--- config.mk ---
export PLATFORM = sky130hd
export DESIGN_NAME = decoder_fsm
export DESIGN_NICKNAME = d
export VERILOG_FILES = /design/src/rtl/decoder_fsm.sv
export SDC_FILE = /design/constraint.sdc
export NUM_CORES = 1
export LEC_CHECK = 0
export ABC_AREA = 1
export CELL_PAD_IN_SITES_DETAIL_PLACEMENT = 0
export CELL_PAD_IN_SITES_GLOBAL_PLACEMENT = 1
export CORE_UTILIZATION = 31
export DETAILED_ROUTE_END_ITERATION = 10
export PLACE_DENSITY_LB_ADDON = 0.1
export SETUP_SLACK_MARGIN = 0.5
export SLEW_MARGIN = 10
export SYNTH_ARGS = -nofsm -noshare
export SYNTH_HDL_FRONTEND = slang
export SYNTH_SLANG_ARGS = --single-unit
--- constraint.sdc ---
create_clock -name clk -period 1.3 [get_ports clk]
set_clock_uncertainty 0.05 [all_clocks]
set_input_delay 0.26 -clock clk [delete_from_list [all_inputs] [get_ports clk]]
set_output_delay 0.26 -clock clk [all_outputs]
set_load 0.05 [all_outputs]
--- src/rtl/decoder_fsm.sv ---
// Instruction decoder FSM (IDLE/DECODE/WRITE/HALT) driving register-file, ALU
// and I/O controls from registered outputs, so every control is glitch-free.
module decoder_fsm #(
  parameter  int REG_AW = 2,
  localparam int IR_W   = 4 + 3 * REG_AW,
  localparam int IMM_W  = 2 * REG_AW
) (
  input  logic              clk,
  input  logic              rst_n,
  input  logic [IR_W-1:0]   ir,
  input  logic              ir_valid,
  output logic              ir_ready,
  input  logic              z_flag,
  input  logic              run,
  output logic              we,
  output logic [REG_AW-1:0] wa,
  output logic              rae,
  output logic [REG_AW-1:0] raa,
  output logic              rbe,
  output logic [REG_AW-1:0] rba,
  output logic              j_en,
  output logic              oe,
  output logic [1:0]        ie,
  output logic              ibuf_en,
  output logic [IMM_W-1:0]  imm,
  output logic              ze,
  output logic [3:0]        alu_op,
  output logic              halted
);

  typedef enum logic [1:0] {
    S_IDLE   = 2'd0,
    S_DECODE = 2'd1,
    S_WRITE  = 2'd2,
    S_HALT   = 2'd3
  } state_t;

  // ir_ready must stay the MSB and halted the LSB: the constant vectors below rely on it.
  typedef struct packed {
    logic              ir_ready;
    logic              we;
    logic [REG_AW-1:0] wa;
    logic              rae;
    logic [REG_AW-1:0] raa;
    logic              rbe;
    logic [REG_AW-1:0] rba;
    logic              j_en;
    logic              oe;
    logic [1:0]        ie;
    logic              ibuf_en;
    logic [IMM_W-1:0]  imm;
    logic              ze;
    logic [3:0]        alu_op;
    logic              halted;
  } ctrl_t;

  localparam int    CTRL_W    = $bits(ctrl_t);
  localparam ctrl_t CTRL_IDLE = ctrl_t'({1'b1, {(CTRL_W-1){1'b0}}});
  localparam ctrl_t CTRL_HALT = ctrl_t'({{(CTRL_W-1){1'b0}}, 1'b1});

  state_t state_q, state_d;
  ctrl_t  ctrl_q, ctrl_d;
  logic   wr_q, wr_d;

  ctrl_t  dec_ctrl;
  logic   dec_wr;

  logic [3:0]        f_op;
  logic [REG_AW-1:0] f_fd;
  logic [REG_AW-1:0] f_fr;
  logic [REG_AW-1:0] f_fq;
  logic [IMM_W-1:0]  f_imm;

  assign f_op  = ir[IR_W-1 -: 4];
  assign f_fd  = ir[3*REG_AW-1 -: REG_AW];
  assign f_fr  = ir[2*REG_AW-1 -: REG_AW];
  assign f_fq  = ir[REG_AW-1:0];
  assign f_imm = ir[IMM_W-1:0];

  // Decode of the instruction currently on ir; only sampled on the acceptance edge.
  always_comb begin
    dec_ctrl        = '0;
    dec_ctrl.alu_op = 4'b1111;
    dec_ctrl.imm    = f_imm;
    dec_wr          = 1'b1;
    case (f_op)
      4'b0001: begin
        dec_ctrl.wa     = f_fr;
        dec_ctrl.raa    = f_fq;
        dec_ctrl.rae    = 1'b1;
        dec_ctrl.alu_op = 4'b1000;
      end
      4'b0010: begin
        dec_ctrl.wa = f_fq;
        dec_ctrl.ie = 2'b01;
      end
      4'b0011: begin
        dec_ctrl.raa    = f_fq;
        dec_ctrl.rae    = 1'b1;
        dec_ctrl.oe     = 1'b1;
        dec_ctrl.alu_op = 4'b1000;
        dec_wr          = 1'b0;
      end
      4'b0100: begin
        dec_ctrl.wa     = f_fr;
        dec_ctrl.raa    = f_fq;
        dec_ctrl.rae    = 1'b1;
        dec_ctrl.ze     = 1'b1;
        dec_ctrl.alu_op = 4'b0000;
      end
      4'b0101: begin
        dec_ctrl.j_en = 1'b1;
        dec_wr        = 1'b0;
      end
      4'b0110: begin
        dec_ctrl.j_en = ~z_flag;
        dec_wr        = 1'b0;
      end
      4'b0111: begin
        dec_ctrl.j_en = z_flag;
        dec_wr        = 1'b0;
      end
      4'b1000: begin
        dec_ctrl.raa    = f_fr;
        dec_ctrl.rba    = f_fq;
        dec_ctrl.rae    = 1'b1;
        dec_ctrl.rbe    = 1'b1;
        dec_ctrl.ze     = 1'b1;
        dec_ctrl.alu_op = 4'b0001;
        dec_wr          = 1'b0;
      end
      4'b1001, 4'b1010: begin
        dec_ctrl.wa      = f_fd;
        dec_ctrl.raa     = f_fd;
        dec_ctrl.rae     = 1'b1;
        dec_ctrl.ibuf_en = 1'b1;
        dec_ctrl.ze      = 1'b1;
        dec_ctrl.alu_op  = f_op[0] ? 4'b0010 : 4'b0011;
      end
      4'b1011, 4'b1100, 4'b1101, 4'b1110: begin
        dec_ctrl.wa     = f_fd;
        dec_ctrl.raa    = f_fr;
        dec_ctrl.rba    = f_fq;
        dec_ctrl.rae    = 1'b1;
        dec_ctrl.rbe    = 1'b1;
        dec_ctrl.ze     = 1'b1;
        dec_ctrl.alu_op = f_op - 4'd7;
      end
      4'b1111: begin
        dec_ctrl.wa = f_fd;
        dec_ctrl.ie = 2'b10;
      end
      default: begin
        dec_wr = 1'b0;
      end
    endcase
  end

  // DECODE and WRITE simply hold the controls captured at acceptance.
  always_comb begin
    state_d = state_q;
    ctrl_d  = ctrl_q;
    wr_d    = wr_q;
    case (state_q)
      S_IDLE: begin
        if (ir_valid) begin
          if (f_op == 4'b0000) begin
            state_d = S_HALT;
            ctrl_d  = CTRL_HALT;
            wr_d    = 1'b0;
          end else begin
            state_d = S_DECODE;
            ctrl_d  = dec_ctrl;
            wr_d    = dec_wr;
          end
        end
      end
      S_DECODE: begin
        if (wr_q) begin
          state_d   = S_WRITE;
          ctrl_d.we = 1'b1;
        end else begin
          state_d = S_IDLE;
          ctrl_d  = CTRL_IDLE;
        end
      end
      S_WRITE: begin
        state_d = S_IDLE;
        ctrl_d  = CTRL_IDLE;
      end
      S_HALT: begin
        if (run) begin
          state_d = S_IDLE;
          ctrl_d  = CTRL_IDLE;
        end
      end
      default: begin
        state_d = S_IDLE;
        ctrl_d  = CTRL_IDLE;
      end
    endcase
  end

  always_ff @(posedge clk or negedge rst_n) begin
    if (!rst_n) begin
      state_q <= S_IDLE;
      ctrl_q  <= CTRL_IDLE;
      wr_q    <= 1'b0;
    end else begin
      state_q <= state_d;
      ctrl_q  <= ctrl_d;
      wr_q    <= wr_d;
    end
  end

  assign ir_ready = ctrl_q.ir_ready;
  assign we       = ctrl_q.we;
  assign wa       = ctrl_q.wa;
  assign rae      = ctrl_q.rae;
  assign raa      = ctrl_q.raa;
  assign rbe      = ctrl_q.rbe;
  assign rba      = ctrl_q.rba;
  assign j_en     = ctrl_q.j_en;
  assign oe       = ctrl_q.oe;
  assign ie       = ctrl_q.ie;
  assign ibuf_en  = ctrl_q.ibuf_en;
  assign imm      = ctrl_q.imm;
  assign ze       = ctrl_q.ze;
  assign alu_op   = ctrl_q.alu_op;
  assign halted   = ctrl_q.halted;

endmodule

== Word level (Yosys, flattened, before mapping) ==
Index checks and enable logic that the tools add are counted.

* Bits in registers: 28
* Latch bits: 0
* Memory bits (writable): 0
* ROM bits: 0
* Input bits: 15
* Logic and storage cells: 78
* Memories kept: 0

* $add $sub $neg: 1
* $mul: 0
* Div/mod/pow operators: 0
* Order comparisons: 0
* Equality and inequality tests: 21
* Shifts and indexed selects: 0
* Mux-type cells: 24
* Bitwise gates (word level): 1
* Reduce and logical (&&, ||, !) cells: 14

{| class="wikitable"
|+ Operators with widths
! cell !! number
|-
| $pmux 25 s4 || 1
|-
| $mux 25 || 2
|-
| $mux 23 || 2
|-
| $eq 4x4->1 const B || 8
|-
| $pmux 4 s5 || 1
|-
| $eq 4x3->1 const B || 4
|-
| $reduce_or 10->1 || 1
|-
| $pmux 3 s3 || 1
|-
| $eq 4x2->1 const B || 2
|-
| $mux 1 || 8
|-
| $mux 2 || 4
|-
| $pmux 2 s4 || 1
|-
| $reduce_or 8->1 || 1
|-
| $reduce_or 7->1 || 1
|-
| $ne 2x2->1 const B || 3
|-
| $pmux 2 s3 || 1
|-
| $reduce_or 2->1 || 3
|-
| $reduce_or 5->1 || 1
|-
| $eq 2x2->1 const B || 2
|-
| $eq 4x1->1 const B || 1
|-
| $logic_not 4->1 || 1
|-
| $pmux 2 s2 || 1
|-
| $reduce_and 2->1 || 2
|-
| $reduce_or 4->1 || 1
|-
| other kinds (8) || 8
|}

== Logic depth before layout (Yosys ltp) ==
Gate-level depths: netlist (run 1).

* Depth in word-level cells: 6
* Depth in mapped cells: 10
* Depth with buffers taken out: 10

== Worst setup path before layout (run 1) ==
Ideal clock, no wire load.

* Path kind: in2reg
* From: in ir[7]
* To: reg ctrl_q, in the netlist wa[0]
* Library setup time: 0.118 ns
* Arrival time: 1.161 ns
* Required time: 1.132 ns
* Setup slack: -0.029 ns
* Cell stages on the path: 10
* Buffers on the path: 0
* Cell sequence: inv_1 > ha_1 > nor2_1 > nor2_4 > nor2_1 > nand3_1 > nand2_1 > inv_2 > nand2_1 > nand2_1

* Word-level cells in the longest chain between the ends: 6

{| class="wikitable"
|+ RTL lines
! item !! line !! RTL
|-
| start: declaration || 10 || <nowiki>input logic [IR_W-1:0] ir,</nowiki>
|-
| $eq 4x4->1, or another cell as far along || 86 || <nowiki>case (f_op)</nowiki>
|-
| $reduce_or 7->1 (no line) or $reduce_or 2->1 (tied branches) || - ||
|-
| $pmux 2 s3 || 86 ||
|-
| $mux 23 (*) || 167 || <nowiki>if (f_op == 4'b0000) begin</nowiki>
|-
| $mux 25 (*) || 166 || <nowiki>if (ir_valid) begin</nowiki>
|-
| $pmux 25 s4 (*) || 164 || <nowiki>case (state_q)</nowiki>
|-
| end signal: assignment || 211 || <nowiki>ctrl_q <= ctrl_d;</nowiki>
|-
| end: declaration || 62 || <nowiki>ctrl_t ctrl_q, ctrl_d;</nowiki>
|}

Mark *: on every way between the ends. The rest lies on a longest branch, timed or not. The select of a mux whose other input is x is not followed.
A chain may end at the register's enable or synchronous reset.

== Worst setup path after layout (run 1) ==
* From: reg state_q[1]
* To: reg ctrl_q, in the netlist imm[2]

* Word-level cells in the longest chain between the ends: 3

{| class="wikitable"
|+ RTL lines
! item !! line !! RTL
|-
| start: declaration || 61 || <nowiki>state_t state_q, state_d;</nowiki>
|-
| start signal: assignment || 210 || <nowiki>state_q <= state_d;</nowiki>
|-
| $eq 2x1->1, or another cell as far along || 164 ||
|-
| $ne 2x2->1 (no line) || - ||
|-
| $reduce_and 3->1 (no line) || - ||
|}

Several ways; a longest one is shown, not always the timed one.

==> flow_summary.json, run 1 <==
{
  "status": "complete, but fails checks",
  "violations": "setup timing",
  "finalCritPeriodShare_pct": 102,
  "yosysUniqueCellTypes": 21,
  "grt_pass1_wl_um": 7780,
  "area_growth_pct": 94.1,
  "worstPathMaxFanout": 6,
  "maxCapViolations": 0,
  "io_pins": 40,
  "via_count": 1622,
  "die_area_um2": 5240,
  "io_buffer_count": 39,
  "clk_pin_slew_ns": 0.10,
  "syn_area_um2": 1540,
  "arrival_ns": 1.44,
  "syn-num-nets": 217,
  "pwr-share-comb_pct": 60.0,
  "gp_congestion": 0.819,
  "ant_nets": 0,
  "avgSynthCellArea_um2": 7.79,
  "synth_seq_cells": 28,
  "share_seq_of_total_power_pct": 28.5,
  "drt-initial-drc-count": 47,
  "nets": 309,
  "leakage_uw": 0.00146,
  "switching_share_pct": 41.6,
  "dieHeight_um": 72.4,
  "r2r_cells": 8,
  "finalMaxSlewViolations": 0,
  "numCtsBuffers": 3,
  "worst_hold_slack_ns": 0.257,
  "worstSetupPathType": "flip-flop to flip-flop",
  "clkPwrFrac_pct": 11.5,
  "viasPerCell": 4.57,
  "setup_viol": 8,
  "initial_core_util_pct": 32.3,
  "grt-ovfl-total": 0,
  "hold_path.class": "input pin to async pin",
  "dp_hpwl_um": 3320,
  "diodes": 0,
  "drt_wl_total_um": 4580,
  "drc": 0,
  "antenna_found_initial": 0,
  "syn_inst": 197,
  "powerDensity_nw_per_um2": 1580,
  "crit_path_end_kind": "flip-flop",
  "max_slew_margin_pct": 83.5,
  "irDropWorstVdd_mv": 0.979,
  "first_pass_iters": 4,
  "grt_max_degree": 20,
  "routedWlPerCell_um": 12.9,
  "cts_root_buffer": "clkbuf_8",
  "grt_pass1_vias": 1704,
  "hold_violations": 0,
  "holdBufCountCts": 0,
  "clk_latency_ns": 0.27,
  "required_ns": 1.42,
  "cp-start-kind": "flip-flop",
  "clkSinkCount": 28,
  "core_um2": 4750,
  "power_switching_uw": 1960,
  "worst_slack_ns": -0.0233,
  "rsz0062_at_grt": "true",
  "r2r_setup_slack_ns": -0.02,
  "grtUsageTotal_pct": 19.2,
  "rows": 25,
  "fmax_mhz": 756,
  "p_int_uw": 2750,
  "yosysSeqAreaShare_pct": 45.7,
  "utilization_pct": 62.7,
  "cts_buffer_depth": 2,
  "htree_levels": 1,
  "fin_crit_ns": 1.32,
  "yosys_warnings": 0,
  "drive_gt1_share_pct": 58.3,
  "die_x_um": 72.4,
  "worst_pin_slew_ns": 0.248,
  "cts_tree": "built"
}
-- area by class of cell --
| type | count | area [um^2] |
|---|---|---|
| clock buffers | 4 | 55.1 |
| fillers | 416 | 1770 |
| inverters | 20 | 100 |
| multi-input cells | 144 | 930 |
| flip-flops and latches | 28 | 729 |
| well taps | 67 | 83.8 |
| repair buffers | 89 | 1050 |
| repair inverters | 3 | 28.8 |
-- power groups by stage --
stage | Sequential (uW) | Combinational, uW | Clock, uW
global route | 1370 | 2980 | 596
global placement | 1350 | 2230 | 0
floorplan | 1880 | 568 | 0
detailed placement | 1360 | 2250 | 0
finish | 1340 | 2820 | 543
CTS | 1350 | 2690 | 563
-- per-layer routing --
| layer | vias to the layer above | wire length, um | GRT usage, % |
|---|---|---|---|
| met4 | 0 | 44 | 5.45 |
| met2 | 30 | 2440 | 35.2 |
| met1 | 782 | 1970 | 23.5 |
| li1 | 804 | - | - |
| met5 | - | 0 | 0 |
| met3 | 6 | 123 | 2.50 |
-- path summary, 6_finish.rpt --
path / end / start
worst max-delay path: imm[2] / state_q[1]
min in group clk: alu_op[0] / ir[6]
worst max register to register: imm[2] / state_q[1]
worst min-delay path: we / rst_n
max in group asynchronous: imm[3] / rst_n
worst min register to register: wr_q / wr_q
-- stage by stage --
| stage | setup slack [ns] | TNS [ns] | instances | cell area (um^2) | total power (uW) |
|---|---|---|---|---|---|
| after floorplan | 0.0474 | 0 | 197 | 1670 | 2450 |
| after global placement | -0.730 | -14.34 | 329 | 2570 | 3580 |
| after detailed placement | -0.773 | -15.47 | 329 | 2570 | 3620 |
| after CTS | -0.0173 | -0.131 | 350 | 2900 | 4610 |
| after global routing | -0.101 | -1.56 | 355 | 2980 | 4940 |
| final | -0.0233 | -0.120 | 355 | 2980 | 4710 |
-- synth_stat cells --
cell type	count	area share, %
nand2_1	79	19
dfrtp_1	27	44
nand3_1	18	5.9
inv_1	15	3.7
nor2_1	10	2.4
o21ai_0	6	2.0
ha_1	5	4.1
inv_2	5	1.2
a21oi_1	4	1.3
a22o_1	4	2.3
nand2_2	4	1.6
o21ai_1	4	1.3
buf_6	3	2.2
nand3_2	3	2.0
nor2_4	3	2.2
buf_4	2	0.98
dfstp_2	1	1.7
nand4_1	1	0.41
nor2_2	1	0.41
o21a_1	1	0.49
xor2_1	1	0.57
-- sequential cells by signal, indices dropped and copies added (netlist names) --
| name | flops |
|---|---|
| ie | 2 |
| alu_op | 4 |
| wa | 2 |
| we | 1 |
| rba | 2 |
| j_en | 1 |
| ibuf_en | 1 |
| ir_ready | 1 |
| state_q | 2 |
| rbe | 1 |
| imm | 4 |
| halted | 1 |
| wr_q | 1 |
| raa | 2 |
| rae | 1 |
| ze | 1 |
| oe | 1 |
-- worst max-delay path, cell delays in order, from the launching register on --
cell,delay [ns]
dfrtp_1,0.40
inv_1,0.08
nor2_1,0.04
nand2_1,0.08
nand2_2,0.08
nor2_4,0.13
buf_6,0.14
inv_8,0.04
a22o_1,0.18
-- timing repair --
item | 4_1_cts | 5_1_grt
endpoints found under the hold margin | 0 | 0
setup endpoints to repair | 53 | 53
resized for setup | 59 | 12
buffers inserted | 14 | 5
cloned | 3 | 0
pin swaps | 26 | 8
-- cell usage in the layout, fill, tap and decap left out, drive strengths merged --
cell type and n:
nand3 21, xor2 1, dfrtp 27, a21oi 4
clkdlybuf4s15 1, inv 21, clkdlybuf4s50 9, dlygate4sd2 2
o21a 1, nor2 14, clkbuf 4, clkinvlp 2
a22o 4, nand4 1, ha 5, o21ai 10
nand2 83, buf 77, dfstp 1
-- kinds of logic (layout without fill, tap and decap cells) --
kind of cell	count (synthesis)	in the layout	synth area share, %
compound gates	19	19	7.34
xor+xnor	1	1	0.571
buf+inv	25	116	8.07
flops	28	28	45.7
simple gates	119	119	34.2
fa+ha+maj	5	5	4.07
Note: power is estimated with default switching activity, not from simulation.
==> inputs of run 2 (changes only) <==
- CELL_PAD_IN_SITES_DETAIL_PLACEMENT: 0 -> 2
- CELL_PAD_IN_SITES_GLOBAL_PLACEMENT: 1 -> 2
- CORE_UTILIZATION: 31 -> 24
- SKIP_CTS_REPAIR_TIMING: unset -> 1
==> run 2 against run 1 <==
Compared with the run above:
- the run still ends with setup timing left
- final cell count grew 4.5%
- clock-buffer cell count is 1 lower
- die area increased by 28%
- fmax shrank 9.7%
- sequential share of layout area fell by 1.3 points
- utilization down 11 points
- power up 13%
- first-iteration DRC count increased by 11%
- hold slack worse by 0.048 ns
- via count is 9.2% higher
- largest cell class unchanged
==> flow_summary.json, run 2 (same netlist as run 1, synthesis figures left out) <==
{
  "diodes": 0,
  "timing.rr.start": "state_q[1]",
  "maxCapViolations": 0,
  "dieHeight_um": 82.0,
  "cts_tree": "built",
  "cts_buffer_depth": 2,
  "fillers": 642,
  "die_x_um": 82.0,
  "share_seq_of_total_power_pct": 25.5,
  "fin_crit_ns": 1.47,
  "clkPwrFrac_pct": 14.3,
  "routedWlPerCell_um": 20.3,
  "r2r_setup_slack_ns": -0.17,
  "via_count": 1772,
  "die_area_um2": 6720,
  "crit_path_end_kind": "flip-flop",
  "slowest_delay_ns": 0.44,
  "io_pins": 40,
  "htree_levels": 1,
  "worst_pin_slew_ns": 0.302,
  "hold_violations": 0,
  "final_cell_mix": "nand2_1 (55), buf_4 (47), buf_12 (29)",
  "grt-ovfl-total": 0,
  "pwr-share-comb_pct": 60.2,
  "worst_hold_slack_ns": 0.209,
  "violations": "setup timing",
  "cts_root_buffer": "clkbuf_8",
  "cp-start-kind": "flip-flop",
  "required_ns": 1.43,
  "viasPerCell": 4.78,
  "worstSetupPathType": "flip-flop to flip-flop",
  "setup_tns_ns": -3.10,
  "first_pass_iters": 4,
  "grt_max_degree": 25,
  "nets": 317,
  "hold_path.class": "input pin to async pin",
  "power_switching_uw": 2250,
  "rsz0062_at_grt": "true",
  "grt_pass1_wl_um": 8890,
  "switching_share_pct": 42.3,
  "multiInputGateArea_um2": 963,
  "gp_congestion": 0.900,
  "seq_area_um2": 729,
  "drt_wl_total_um": 7530,
  "place_area_um2": 2610,
  "drc": 0,
  "path_cells": "inv_2, nor2_2, nand2_2, nand2_4, nor2_4, buf_12, buf_12, inv_16, nand2_1, nand2_1",
  "worst_slack_ns": -0.166,
  "finalMaxSlewViolations": 0,
  "timing.rr.end": "rbe",
  "dpl_worst_slack_ns": -0.757,
  "leakage_uw": 0.00157,
  "cp_slowest_cell": "dfrtp_1",
  "fmax_mhz": 682,
  "area_growth_pct": 105,
  "max_slew_margin_pct": 79.8,
  "ant_nets": 0,
  "r2r_cells": 10,
  "rows": 28,
  "worstPathMaxFanout": 12,
  "core_um2": 6060,
  "clk_latency_ns": 0.30,
  "clkSinkCount": 28,
  "grtUsageTotal_pct": 18.0,
  "numCtsBuffers": 3,
  "drt-initial-drc-count": 52,
  "p_int_uw": 3070,
  "status": "complete, but fails checks",
  "clk_pin_slew_ns": 0.13,
  "final_common_cell": "nand2_1",
  "finalCritPeriodShare_pct": 113,
  "design_area_um2": 3150,
  "io_buffer_count": 39,
  "initial_core_util_pct": 25.3,
  "setup_viol": 26,
  "irDropWorstVdd_mv": 1.11,
  "dp_hpwl_um": 4410,
  "antenna_found_initial": 0,
  "grt_pass1_vias": 1774,
  "drive_gt1_share_pct": 62.8,
  "powerDensity_nw_per_um2": 1690,
  "arrival_ns": 1.59
}
## run 2: through the flow
step | utilization (%) | total power [uW] | instances
after global placement | 43.0 | 3640 | 339
after floorplan | - | 2450 | 197
after global routing | 52.0 | 5530 | 371
final | 52.0 | 5320 | 371
after detailed placement | 43.0 | 3710 | 339
after CTS | 44.2 | 4460 | 343
## run 2: critical path, delay by kind of cell, from the launching register on
| family | cells | cell delay (ns) |
|---|---|---|
| buffers and inverters | 4 | 0.41 |
| DFF | 1 | 0.44 |
| and+or+nand+nor | 6 | 0.44 |
## run 2: area by class of cell
cell class / count / share of cell area, %
Tap cell: 75 / 2.98
Clock inverter: 1 / 0.952
Multi-Input combinational cell: 144 / 30.6
Timing Repair inverter: 2 / 0.992
Sequential cell: 28 / 23.1
Clock buffer: 3 / 1.31
Timing Repair Buffer: 98 / 36.7
Inverter: 20 / 3.33
## run 2: how the worst max path moves through the flow
stage,slack [ns],cells past startpoint,startpoint,to
floorplan,0.05,10,ir[7],wa[0]
global placement,-0.76,11,ir[7],wa[0]
detailed placement,-0.76,11,ir[7],wa[0]
CTS,-0.47,11,ir[7],wa[0]
global route,-0.23,10,state_q[1],rbe
finish,-0.17,10,state_q[1],rbe
## run 2: power by group through the flow
stage | Combinational [uW] | Sequential (uW) | Clock, uW
floorplan | 568 | 1880 | 0
detailed placement | 2340 | 1370 | 0
global route | 3350 | 1380 | 800
finish | 3200 | 1360 | 760
CTS | 2350 | 1360 | 755
global placement | 2280 | 1350 | 0
## run 2: per-layer routing
| metal | track usage [%] | up-vias | wire [um] |
|---|---|---|---|
| li1 | - | 815 | - |
| met1 | 20.8 | 894 | 3010 |
| met2 | 34.4 | 48 | 4100 |
| met3 | 2.00 | 15 | 220 |
| met4 | 4.74 | 0 | 201 |
| met5 | 0 | - | 0 |
==> inputs of run 3 (changes only) <==
- CORE_ASPECT_RATIO: unset -> 0.9
- CTS_CLUSTER_SIZE: unset -> 30
- GPL_TIMING_DRIVEN: unset -> 1
==> run 3 against run 2 <==
Compared with the run above:
- non-clock buffer count decreased by 15
- final cell count decreased by 1.3%
- largest cell class unchanged
- critical path depth shrank 2
- flip-flop and latch count is the same
- the flow still finishes with violations (setup timing)
- utilization is 4.5 points lower
- routed wire length down 26%
- sequential share of layout area increased by 1.8 points
- first-iteration DRC count is 29% lower
==> flow_summary.json, run 3 (same netlist as run 1, synthesis figures left out) <==
{
  "grt-ovfl-total": 0,
  "grt_max_degree": 29,
  "max_slew_margin_pct": 81.8,
  "area_growth_pct": 90.5,
  "worst_hold_slack_ns": 0.282,
  "cp-start-kind": "flip-flop",
  "grtUsageTotal_pct": 16.7,
  "grt_pass1_wl_um": 8750,
  "final_cell_mix": "nand2_1 (67), buf_4 (37), buf_12 (26)",
  "rsz0062_at_grt": "true",
  "powerDensity_nw_per_um2": 1580,
  "clk_pin_slew_ns": 0.11,
  "worstSetupPathType": "flip-flop to flip-flop",
  "drive_gt1_share_pct": 55.6,
  "first_pass_iters": 4,
  "io_buffer_count": 39,
  "ant_nets": 0,
  "cts_tree": "built",
  "viasPerCell": 4.36,
  "drt_wl_total_um": 5610,
  "fmax_mhz": 729,
  "dp_hpwl_um": 3940,
  "clk_latency_ns": 0.29,
  "drc": 0,
  "gp_congestion": 0.799,
  "worst_pin_slew_ns": 0.272,
  "setup_viol": 19,
  "initial_core_util_pct": 25.0,
  "numCtsBuffers": 3,
  "finalMaxSlewViolations": 0,
  "rows": 27,
  "routedWlPerCell_um": 15.3,
  "place_area_um2": 2660,
  "design_area_um2": 2920,
  "maxCapViolations": 0,
  "arrival_ns": 1.55,
  "drt-initial-drc-count": 37,
  "die_x_um": 86.3,
  "worstPathMaxFanout": 6,
  "diodes": 0,
  "via_count": 1595,
  "hold_path.class": "input pin to async pin",
  "fin_crit_ns": 1.37,
  "clkSinkCount": 28,
  "antenna_found_initial": 0,
  "status": "complete, but fails checks",
  "die_area_um2": 6720,
  "crit_path_end_kind": "flip-flop",
  "hold_violations": 0,
  "dieHeight_um": 77.9,
  "grt_pass1_vias": 1745,
  "finalCritPeriodShare_pct": 106,
  "cts_buffer_depth": 2,
  "final_common_cell": "nand2_1",
  "leakage_uw": 0.00143,
  "violations": "setup timing",
  "nets": 300,
  "cts_root_buffer": "clkbuf_8",
  "io_pins": 40,
  "core_um2": 6150,
  "required_ns": 1.47,
  "htree_levels": 1,
  "irDropWorstVdd_mv": 0.876,
  "worst_slack_ns": -0.0723
}
## run 3: final timing paths
kind / from / end / slack [ns] / cells after the start
min in group clk: ir[6] / alu_op[0] / 0.37 / 5
worst min register to register: wr_q / wr_q / 0.46 / 2
worst max-delay path: state_q[0] / ibuf_en / -0.07 / 8
max in group asynchronous: rst_n / ir_ready / 0.69 / 2
worst max register to register: state_q[0] / ibuf_en / -0.07 / 8
worst min-delay path: rst_n / we / 0.28 / 2
## run 3: through the flow
stage	power [uW]	setup TNS (ns)	std cells	util (%)	worst slack (ns)
after global routing	4830	-2.47	366	47.6	-0.144
after floorplan	2450	0	197	-	0.0474
after CTS	4420	-7.99	360	44.4	-0.495
after detailed placement	3680	-15.26	356	43.2	-0.740
final	4610	-0.855	366	47.6	-0.0723
after global placement	3660	-14.38	356	43.2	-0.700
## run 3: area by class of cell
| class | count | area, um^2 |
|---|---|---|
| fill | 661 | 3220 |
| timing repair buffer | 83 | 1000 |
| multi-input combinational | 144 | 913 |
| sequential | 28 | 729 |
| tap | 87 | 109 |
| inverter | 20 | 100 |
| clock buffer | 3 | 41.3 |
| clock inverter | 1 | 30.0 |
## run 3: critical path, cell delays in order, from the launching register on
cell and delay [ns]:
dfrtp_1 0.43, nor2_2 0.15, buf_4 0.15, nand2_4 0.05
inv_4 0.06, nand2_4 0.07, inv_8 0.09, buf_6 0.13
a22o_1 0.14
## run 3: where the power goes
part	total (uW)	internal [uW]	switching (uW)	leakage [uW]
logic	2540	1180	1360	0.00106
clock network	726	413	312	0.0000357
registers	1340	1120	222	0.000338
total	4610	2720	1890	0.00143
## run 3: metal layers
metal	routed length [um]	global-route usage, %	part of all wire, %
met4	39	3.50	0.70
met2	2840	28.8	51
met5	0	0	0
met1	2610	21.9	47
met3	111	2.87	2.0
